$ cat config.mk
export PLATFORM = sky130hd
export DESIGN_NAME = fetch_sequencer_flat
export DESIGN_NICKNAME = d
export VERILOG_FILES = /design/src/rtl/fetch_pkg.sv /design/src/rtl/fetch_sequencer_if.sv /design/src/rtl/insn_queue.sv /design/src/rtl/fetch_sequencer.sv /design/src/flat_wrapper.sv
export SDC_FILE = /design/constraint.sdc
export NUM_CORES = 1
export LEC_CHECK = 0
export CAP_MARGIN = 5
export CORE_MARGIN = 2
export CORE_UTILIZATION = 50
export DETAILED_ROUTE_END_ITERATION = 6
export MAX_ROUTING_LAYER = met4
export PLACE_DENSITY_LB_ADDON = 0.08
export SYNTH_ARGS = -nofsm -noshare
export SYNTH_HDL_FRONTEND = slang
export SYNTH_SLANG_ARGS = --single-unit
$ cat constraint.sdc
create_clock -name clk -period 11.9 [get_ports clk]
set_clock_uncertainty 0.1 [all_clocks]
set_input_delay 2.38 -clock clk [delete_from_list [all_inputs] [get_ports clk]]
set_output_delay 2.38 -clock clk [all_outputs]
set_load 0.02 [all_outputs]
$ cat src/rtl/fetch_pkg.sv
// Shared types, constants and helpers for the instruction fetch sequencer and its queue.
package fetch_pkg;

    typedef enum logic [1:0] {
        S_IDLE,
        S_REQ,
        S_WAIT,
        S_FLUSH
    } fetch_state_e;

    localparam int INSN_W  = 32;
    localparam int PC_STEP = 4;

    // The scheduler can retire at most two per cycle; an encoding of 3 means two.
    function automatic logic [1:0] clamp_consume(input logic [1:0] cnt);
        return (cnt == 2'd3) ? 2'd2 : cnt;
    endfunction

endpackage

$ cat src/rtl/fetch_sequencer_if.sv
// Single-port, one-outstanding-request instruction memory bus.
interface fetch_sequencer_if;
    import fetch_pkg::*;

    logic              mem_req;
    logic [31:0]       mem_addr;
    logic              mem_busy;
    logic              mem_valid;
    logic [INSN_W-1:0] mem_rdata;

    modport master (
        output mem_req,
        output mem_addr,
        input  mem_busy,
        input  mem_valid,
        input  mem_rdata
    );

    modport slave (
        input  mem_req,
        input  mem_addr,
        output mem_busy,
        output mem_valid,
        output mem_rdata
    );

endinterface

$ cat src/rtl/insn_queue.sv
// Circular instruction buffer: one write port, head and head+1 read ports,
// pop of 0/1/2 per cycle and a synchronous clear that wins over write and pop.
module insn_queue
    import fetch_pkg::*;
#(
    parameter  int DEPTH = 8,
    localparam int PW    = $clog2(DEPTH),
    localparam int CW    = PW + 1
) (
    input  logic              clk,
    input  logic              rst,
    input  logic              clear,
    input  logic              wr_en,
    input  logic [INSN_W-1:0] wr_data,
    input  logic [1:0]        pop,
    output logic [INSN_W-1:0] rd0,
    output logic [INSN_W-1:0] rd1,
    output logic [CW-1:0]     count
);

    logic [INSN_W-1:0] mem_array [DEPTH];
    logic [PW-1:0]     head_reg;
    logic [PW-1:0]     tail_reg;
    logic [CW-1:0]     count_reg;
    logic [PW-1:0]     head_plus1;

    // Storage carries no reset; stale contents are masked by the count.
    always_ff @(posedge clk) begin
        if (wr_en && !clear) begin
            mem_array[tail_reg] <= wr_data;
        end
    end

    always_ff @(posedge clk) begin
        if (rst || clear) begin
            head_reg  <= '0;
            tail_reg  <= '0;
            count_reg <= '0;
        end else begin
            if (wr_en) begin
                tail_reg <= tail_reg + PW'(1);
            end
            head_reg  <= head_reg + PW'(pop);
            count_reg <= count_reg + CW'(wr_en) - CW'(pop);
        end
    end

    // Reads are asynchronous so a word written at an edge is visible the next cycle.
    assign head_plus1 = head_reg + PW'(1);
    assign rd0        = mem_array[head_reg];
    assign rd1        = mem_array[head_plus1];
    assign count      = count_reg;

endmodule

$ cat src/rtl/fetch_sequencer.sv
// Owns fetch PC and head PC, keeps the instruction queue filled from memory and
// presents the two oldest instructions to the dual-issue scheduler.
module fetch_sequencer
    import fetch_pkg::*;
#(
    parameter int          DEPTH    = 8,
    parameter logic [31:0] RESET_PC = 32'h0000_0000
) (
    input  logic                clk,
    input  logic                rst,
    input  logic                freeze,
    input  logic [1:0]          consume_cnt,
    input  logic                redirect,
    input  logic [31:0]         redirect_pc,
    fetch_sequencer_if.master   mem_bus,
    output logic [INSN_W-1:0]   instruction0,
    output logic [INSN_W-1:0]   instruction1,
    output logic                valid0,
    output logic                valid1,
    output logic [31:0]         pc0,
    output logic                nothing_filled
);

    localparam int CW = $clog2(DEPTH) + 1;

    fetch_state_e      state_reg, state_next;
    logic [31:0]       fetch_pc_reg, fetch_pc_next;
    logic [31:0]       pc0_reg, pc0_next;
    logic [CW-1:0]     count;
    logic [INSN_W-1:0] rd0, rd1;
    logic              mem_accept;
    logic              wr_en;
    logic [1:0]        consume_c;
    logic [1:0]        deq;
    logic [31:0]       redirect_aligned;

    assign redirect_aligned = redirect_pc & ~32'd3;

    // Request depends only on registered state and count, never on inputs.
    assign mem_bus.mem_req  = (state_reg == S_REQ) && (count < CW'(DEPTH));
    assign mem_bus.mem_addr = fetch_pc_reg;
    assign mem_accept       = mem_bus.mem_req && !mem_bus.mem_busy;

    always_comb begin
        consume_c = clamp_consume(consume_cnt);
        deq       = 2'd0;
        if (!freeze) begin
            if (count == CW'(0)) begin
                deq = 2'd0;
            end else if (count == CW'(1)) begin
                deq = (consume_c != 2'd0) ? 2'd1 : 2'd0;
            end else begin
                deq = consume_c;
            end
        end
    end

    always_comb begin
        state_next = state_reg;
        wr_en      = 1'b0;
        case (state_reg)
            S_IDLE: state_next = S_REQ;
            S_REQ: begin
                if (mem_accept) begin
                    state_next = redirect ? S_FLUSH : S_WAIT;
                end
            end
            S_WAIT: begin
                if (mem_bus.mem_valid) begin
                    state_next = S_REQ;
                    wr_en      = !redirect;
                end else if (redirect) begin
                    state_next = S_FLUSH;
                end
            end
            // The in-flight response belongs to an abandoned path; drop it.
            S_FLUSH: begin
                if (mem_bus.mem_valid) begin
                    state_next = S_REQ;
                end
            end
            default: state_next = S_IDLE;
        endcase
    end

    always_comb begin
        fetch_pc_next = fetch_pc_reg;
        pc0_next      = pc0_reg + (32'(deq) << 2);
        if (redirect) begin
            fetch_pc_next = redirect_aligned;
            pc0_next      = redirect_aligned;
        end else if (wr_en) begin
            fetch_pc_next = fetch_pc_reg + 32'(PC_STEP);
        end
    end

    always_ff @(posedge clk) begin
        if (rst) begin
            state_reg    <= S_IDLE;
            fetch_pc_reg <= RESET_PC;
            pc0_reg      <= RESET_PC;
        end else begin
            state_reg    <= state_next;
            fetch_pc_reg <= fetch_pc_next;
            pc0_reg      <= pc0_next;
        end
    end

    insn_queue #(
        .DEPTH (DEPTH)
    ) u_queue (
        .clk     (clk),
        .rst     (rst),
        .clear   (redirect),
        .wr_en   (wr_en),
        .wr_data (mem_bus.mem_rdata),
        .pop     (deq),
        .rd0     (rd0),
        .rd1     (rd1),
        .count   (count)
    );

    assign valid0         = (count != CW'(0));
    assign valid1         = (count >= CW'(2));
    assign nothing_filled = (count == CW'(0));
    assign instruction0   = valid0 ? rd0 : '0;
    assign instruction1   = valid1 ? rd1 : '0;
    assign pc0            = pc0_reg;

endmodule
$ cat src/flat_wrapper.sv
// flat-port wrapper written by rule: the top's interface ports become plain ports
module fetch_sequencer_flat import fetch_pkg::*;
#(
    parameter int          DEPTH    = 8,
    parameter logic [31:0] RESET_PC = 32'h0000_0000
)
  (clk, rst, freeze, consume_cnt, redirect, redirect_pc, instruction0, instruction1, valid0, valid1, pc0, nothing_filled, mem_bus_mem_req, mem_bus_mem_addr, mem_bus_mem_busy, mem_bus_mem_valid, mem_bus_mem_rdata);
  fetch_sequencer_if mem_bus_i ();
  input  logic clk;
  input  logic rst;
  input  logic freeze;
  input  logic [1:0] consume_cnt;
  input  logic redirect;
  input  logic [31:0] redirect_pc;
  output logic [INSN_W-1:0] instruction0;
  output logic [INSN_W-1:0] instruction1;
  output logic valid0;
  output logic valid1;
  output logic [31:0] pc0;
  output logic nothing_filled;
  output wire logic [$bits(mem_bus_i.mem_req)-1:0] mem_bus_mem_req;
  output wire logic [$bits(mem_bus_i.mem_addr)-1:0] mem_bus_mem_addr;
  input wire logic [$bits(mem_bus_i.mem_busy)-1:0] mem_bus_mem_busy;
  input wire logic [$bits(mem_bus_i.mem_valid)-1:0] mem_bus_mem_valid;
  input wire logic [$bits(mem_bus_i.mem_rdata)-1:0] mem_bus_mem_rdata;
  assign mem_bus_mem_req = mem_bus_i.mem_req;
  assign mem_bus_mem_addr = mem_bus_i.mem_addr;
  assign mem_bus_i.mem_busy = mem_bus_mem_busy;
  assign mem_bus_i.mem_valid = mem_bus_mem_valid;
  assign mem_bus_i.mem_rdata = mem_bus_mem_rdata;
  fetch_sequencer #(.DEPTH(DEPTH), .RESET_PC(RESET_PC)) u_core (.clk(clk), .rst(rst), .freeze(freeze), .consume_cnt(consume_cnt), .redirect(redirect), .redirect_pc(redirect_pc), .mem_bus(mem_bus_i), .instruction0(instruction0), .instruction1(instruction1), .valid0(valid0), .valid1(valid1), .pc0(pc0), .nothing_filled(nothing_filled));
endmodule
==> reports/results.ini, run 1 <==
[flow_run]
max_cap_violations = 0

[pwr]
power.net_switching_uw = 1030
pwr-share-clk_pct = 33.4
powerDensity_nw_per_um2 = 173
power_frac_seq_pct = 38.0
total_power_uw = 3420
p_sw_share_pct = 30.0
p_int_uw = 2390
ir_drop_mv = 0.117
p_leak_uw = 0.00627
pwr-share-comb_pct = 28.7

[finish]
fin_nets = 1426
drive_above_1_share_pct = 16.8
final_area_um2 = 19700
num-fill-cells = 2420
syn2layout_area_growth_pct = 22.7
largest_register_ffs = 256
final_util_pct = 62.4
antenna_cells = 0

[synth]
synth_area_leaders = edfxtp_1, mux4_2, dfxtp_1, nand2_1, a21oi_1
synth-seq-area-share_pct = 56.7
ys_warn_count = 0
postSynth.asyncResetShare_pct = 0
yosys.area.top_type_share_pct = 47.8
netlist_area_um2 = 16100
syn_area_per_cell_um2 = 13.9
ys_types = 59
synth_edf_count = 256
synth_cells = 1155
synth_ff_type = edfxtp_1
ys_seq_elements = 328
yosysTopAreaCell = edfxtp_1

[clock_network]
tritoncts = yes
cts_buffers = 37
clk_path_buf_depth = 3
postCtsSetupRepairBufs = 0
clock_latency_ns = 0.52
cts_root_buffer = clkbuf_16
htreeDepth = 2
postCtsResizedCells = 0
path_clk_slew_ns = 0.06
cts_sinks = 328
cts_hold_buf = 0

[floorplanning]
start_util_pct = 50.8
rows = 65
ioPinCount = 204
die_x_um = 183
die_area_um2 = 33600
die_y_um = 183
core-area_um2 = 31600

[detailed_routing]
wl_per_cell_um = 22.9
route.detailed.drc = 0
final_antenna_net_count = 0
first_pass_iters = 5
routed-via-count = 10700
via_per_inst = 6.06
drt_iter0_drc = 771
wirelength_um = 40400

[critical_path]
crit_arrival_ns = 4.35
end_kind = primary output
crit_required_ns = 9.42
path_max_fanout = 66
crit_type = flip-flop to primary output
worst_setup_path_start_kind = flip-flop
cp-startpoint = u_core.u_queue.head_reg[1]$_SDFF_PP0_
r2r-start = u_core.u_queue.count[3]$_SDFF_PP0_

[global_route]
grt_max_degree = 79
antenna_found_initial = 0
grt_pass1_vias = 10900
grt_util_all_layers_pct = 25.1
grt_first_pass_wirelength_um = 62200
grt_overflow_total = 0

[timing]
maxSlewViolCount = 0
fmax_mhz = 146
setup_tns_ns = 0
rsz0062_at_grt = no
relSlewSlack_pct = 29.5
period_share_pct = 57.4
fin_crit_ns = 6.83
tightestPinTransition_ns = 1.06
setup_viol = 0
hold_viol_final = 0
timing.hold.ws_ns = 0.448

[placement]
placed_area_um2 = 18500
dp_hpwl_um = 25200
io_buffers = 197
gp_congestion = 0.857

[worst_hold_path]
hold_start = u_core.mem_bus.mem_addr[3]$_SDFFE_PP0P_
hp-class = flip-flop to flip-flop

[status]
status = finished clean

[metal layers]
| layer | global-route usage (%) | up-vias | share of wire (%) |
|---|---|---|---|
| met5 | - | - | 0 |
| met2 | 42.3 | 370 | 50 |
| met3 | 3.14 | 63 | 5.5 |
| li1 | - | 4899 | - |
| met4 | 6.75 | 0 | 2.2 |
| met1 | 32.6 | 5364 | 42 |
[power groups by stage]
stage	clock network, uW	logic, uW	registers [uW]
3_3_place_gp	0	981	1320
5_1_grt	1210	1050	1300
6_report	1140	981	1300
3_5_place_dp	0	986	1320
2_1_floorplan	0	539	1320
4_1_cts	1160	992	1300
[placed cells by master, fill, tap and decap left out, types with 8 or more instances in the layout]
| cell type | n |
|---|---|
| clkbuf_16 | 38 |
| ha_1 | 14 |
| mux2i_1 | 32 |
| xnor2_1 | 19 |
| nand4_1 | 17 |
| edfxtp_1 | 256 |
| nor4_1 | 23 |
| a21boi_0 | 11 |
| a211oi_1 | 14 |
| and4_1 | 14 |
| o31a_1 | 13 |
| o31ai_1 | 8 |
| buf_4 | 23 |
| nor3_1 | 17 |
| dfxtp_1 | 69 |
| inv_1 | 50 |
| nand3_1 | 19 |
| nand2_1 | 109 |
| clkbuf_1 | 9 |
| a21oi_1 | 66 |
| mux4_2 | 128 |
| nor2_1 | 67 |
| clkdlybuf4s50_1 | 196 |
| a311oi_1 | 8 |
[path summary, 6_finish.rpt]
check	depth (start not counted)	end	slack, ns
setup / recovery	7	instruction1[10]	5.07
hold / removal	2	u_core.mem_bus.mem_addr[3]$_SDFFE_PP0P_	0.45
setup reg to reg	14	u_core.pc0[24]$_SDFF_PP0_	7.89
hold reg to reg	2	u_core.mem_bus.mem_addr[3]$_SDFFE_PP0P_	0.45
[through the flow]
step	instances	setup WS, ns
3_3_place_gp	1699	5.51
2_1_floorplan	1158	5.56
3_5_place_dp	1699	5.51
5_1_grt	1766	4.75
4_1_cts	1766	4.96
6_report	1766	5.07
[logic make-up after synthesis]
kind of cell | after synthesis | synth area share, %
buffers and inverters | 132 | 3.30
muxes | 160 | 19.9
other | 1 | 0.0233
AOI/OAI and AO/OA | 160 | 6.60
and+or+nand+nor | 329 | 10.4
adders and majority gates | 18 | 1.54
DFF | 328 | 56.7
xor gates and xnor gates | 27 | 1.47
[critical path, cell delays in order, from the launching register on]
cell and delay, ns:
dfxtp_2 0.31, buf_4 0.78, ha_4 0.67, buf_4 0.70, mux4_2 0.59, nand2_1 0.09
a21oi_1 0.08, clkdlybuf4s50_1 0.59
[cell type report]
| type | instances | area, um2 | area share, % |
|---|---|---|---|
| Clock buffer | 50 | 1030 | 5.20 |
| Clock inverter | 17 | 208 | 1.05 |
| Inverter | 51 | 191 | 0.970 |
| Multi-Input combinational cell | 698 | 6540 | 33.1 |
| Sequential cell | 328 | 9140 | 46.3 |
| Tap cell | 402 | 503 | 2.55 |
| Timing Repair Buffer | 220 | 2140 | 10.8 |
[Yosys cell counts, types with 7 or more instances]
| library cell | n |
|---|---|
| nor2_1 | 71 |
| and4_1 | 14 |
| edfxtp_1 | 256 |
| xnor2_1 | 20 |
| buf_2 | 16 |
| ha_1 | 15 |
| xor2_1 | 7 |
| or4_1 | 7 |
| o31a_1 | 13 |
| buf_1 | 8 |
| nor3_1 | 21 |
| clkbuf_1 | 53 |
| o31ai_1 | 8 |
| nand3_1 | 19 |
| a211oi_1 | 14 |
| nand4_1 | 17 |
| nand2_1 | 109 |
| a21boi_0 | 11 |
| and3_1 | 7 |
| mux4_2 | 128 |
| mux2i_1 | 32 |
| a21oi_1 | 66 |
| a311oi_1 | 8 |
| dfxtp_1 | 72 |
| nor4_1 | 24 |
| inv_1 | 50 |
Power figures use the tool's default switching activity.
==> run 2, diff against run 1 <==
==> constraint.sdc (replaced) <==
create_clock -name clk -period 6.92 [get_ports clk]
set_clock_uncertainty 0.1 [all_clocks]
set_input_delay 1.384 -clock clk [delete_from_list [all_inputs] [get_ports clk]]
set_output_delay 1.384 -clock clk [all_outputs]
set_load 0.02 [all_outputs]
==> run 2 against run 1 <==
  * Cell count rose by 0.28%
  * Via count rose by 1.2%
  * Worst hold slack got worse by 0.0020 ns
  * Routed wire length fell by 0.17%
  * Clock power rose by 77%
  * Sequential share of layout area fell by 0.15 points
  * Non-clock buffer count rose by 3
  * Critical path type unchanged
==> reports/results.ini, run 2 (synthesis results as in run 1) <==
[clock_network]
postCtsResizedCells = 0  ; unchanged
tritoncts = yes
path_clk_slew_ns = 0.06  ; about the same
postCtsSetupRepairBufs = 0  ; unchanged
cts_sinks = 328  ; unchanged
cts_hold_buf = 0  ; unchanged
clk_path_buf_depth = 3  ; unchanged
htreeDepth = 2  ; unchanged
cts_root_buffer = clkbuf_16
clock_latency_ns = 0.52  ; about the same
cts_buffers = 37  ; unchanged

[finish]
syn2layout_area_growth_pct = 23.1
fin_nets = 1429  ; +0.21%
num-fill-cells = 2421  ; +0.041%
final_util_pct = 62.6  ; +0.20 points
largest_register_ffs = 256  ; unchanged
drive_above_1_share_pct = 17.3  ; +0.56 points
regArea_um2 = 9140  ; unchanged
final_cell_mix = edfxtp_1, clkdlybuf4s50_1, mux4_2, nand2_1, dfxtp_1
multi_input_area_um2 = 6540  ; unchanged
final_common_cell = edfxtp_1

[timing]
fmax_mhz = 185
hold_viol_final = 0  ; unchanged
period_share_pct = 78.1
setup_viol = 0  ; unchanged
relSlewSlack_pct = 25.7  ; -3.8 points
setup_tns_ns = 0  ; unchanged
tightestPinTransition_ns = 1.11  ; +0.0542 ns
timing.hold.ws_ns = 0.446  ; -0.00201 ns
rsz0062_at_grt = no
fin_crit_ns = 5.41
maxSlewViolCount = 0  ; unchanged

[critical_path]
crit_type = flip-flop to primary output
crit_required_ns = 5.44  ; -3.98 ns
worst_setup_path_start_kind = flip-flop
crit_arrival_ns = 3.92  ; -0.43 ns
end_kind = primary output
path_max_fanout = 50  ; -24%

[detailed_routing]
final_antenna_net_count = 0  ; unchanged
first_pass_iters = 7  ; +2
wl_per_cell_um = 22.8  ; -0.45%
route.detailed.drc = 0  ; unchanged
routed-via-count = 10800  ; +1.2%
via_per_inst = 6.11  ; +0.87%
wirelength_um = 40300  ; -0.17%
drt_iter0_drc = 1058  ; +37%

[global_route]
grtUsageMet2_pct = 40.6  ; -1.7 points
antenna_found_initial = 1  ; +1
grt_pass1_vias = 10800  ; -1.4%
met3_usage_pct = 3.53  ; +0.40 points
busiest_layer = met2
grt_first_pass_wirelength_um = 61700  ; -0.91%
grt.met1_usage_pct = 33.0  ; +0.43 points
grt_overflow_total = 0  ; unchanged
grt_util_all_layers_pct = 25.0  ; -0.10 points
grt_max_degree = 78  ; -1.3%

[pwr]
p_leak_uw = 0.00631  ; +0.61%
powerDensity_nw_per_um2 = 299  ; +72%
ir_drop_mv = 0.288  ; +150%

[floorplanning]
start_util_pct = 50.8  ; unchanged
die_x_um = 183  ; unchanged
die_area_um2 = 33600  ; unchanged
ioPinCount = 204  ; unchanged
rows = 65  ; unchanged
core-area_um2 = 31600  ; unchanged
die_y_um = 183  ; unchanged

[placement]
io_buffers = 197  ; unchanged
dp_hpwl_um = 25200  ; about the same
gp_congestion = 0.848  ; -1.1%

[flow_run]
max_cap_violations = 0  ; unchanged

[status]
status = finished clean

[worst_hold_path]
hp-class = flip-flop to flip-flop

run 2: changes by cell type in the layout (fill, tap and decap cells not counted), sizes merged:
cell      delta
buf          +3
clkbuf       -3
diode        +3
bufinv       +1
clkinvlp     +1
run 2: critical path, cell delays in order, from the launching register on:
cell             delay (ns)
dfxtp_4                0.72
ha_4                   0.94
buf_4                  0.46
mux4_2                 0.54
nand2_1                0.08
a21oi_1                0.09
clkdlybuf4s50_1        0.57
run 2: stage by stage:
step	worst slack (ns)	instances	power, uW	instance area (um2)
after floorplan	1.58	1158	3200	16100
after global routing	1.15	1769	6150	19800
final	1.51	1771	5920	19800
after CTS	1.36	1768	5980	19800
after global placement	1.94	1702	3940	18500
after detailed placement	1.92	1702	3950	18500
run 2: area by class of cell:
cell class	instances	area share (%)
Inverter	51	0.967
Antenna cell	3	0.0379
Clock inverter	19	1.11
Sequential cell	328	46.1
Tap cell	402	2.54
Timing Repair Buffer	223	10.9
Multi-Input combinational cell	698	33.0
Clock buffer	47	5.28
run 2: final timing paths:
| path | start | to | slack (ns) | depth (start not counted) |
|---|---|---|---|---|
| min | u_core.mem_bus.mem_addr[3]$_SDFFE_PP0P_ | u_core.mem_bus.mem_addr[3]$_SDFFE_PP0P_ | 0.45 | 2 |
| min reg2reg | u_core.mem_bus.mem_addr[3]$_SDFFE_PP0P_ | u_core.mem_bus.mem_addr[3]$_SDFFE_PP0P_ | 0.45 | 2 |
| max | u_core.u_queue.head_reg[0]$_SDFF_PP0_ | instruction1[2] | 1.51 | 6 |
| max reg2reg | u_core.u_queue.count[3]$_SDFF_PP0_ | u_core.pc0[26]$_SDFF_PP0_ | 2.72 | 14 |
run 2: per-layer routing:
metal	vias up	part of all wire, %
li1	4912	-
met1	5489	42
met2	358	50
met3	61	5.3
met4	0	2.5
met5	-	0
run 2: report_power, final:
| part | switching, uW | internal, uW | leakage, uW |
|---|---|---|---|
| sequential | 60.6 | 2160 | 0.00290 |
| clock | 767 | 1250 | 0.000625 |
| combinational | 918 | 753 | 0.00279 |
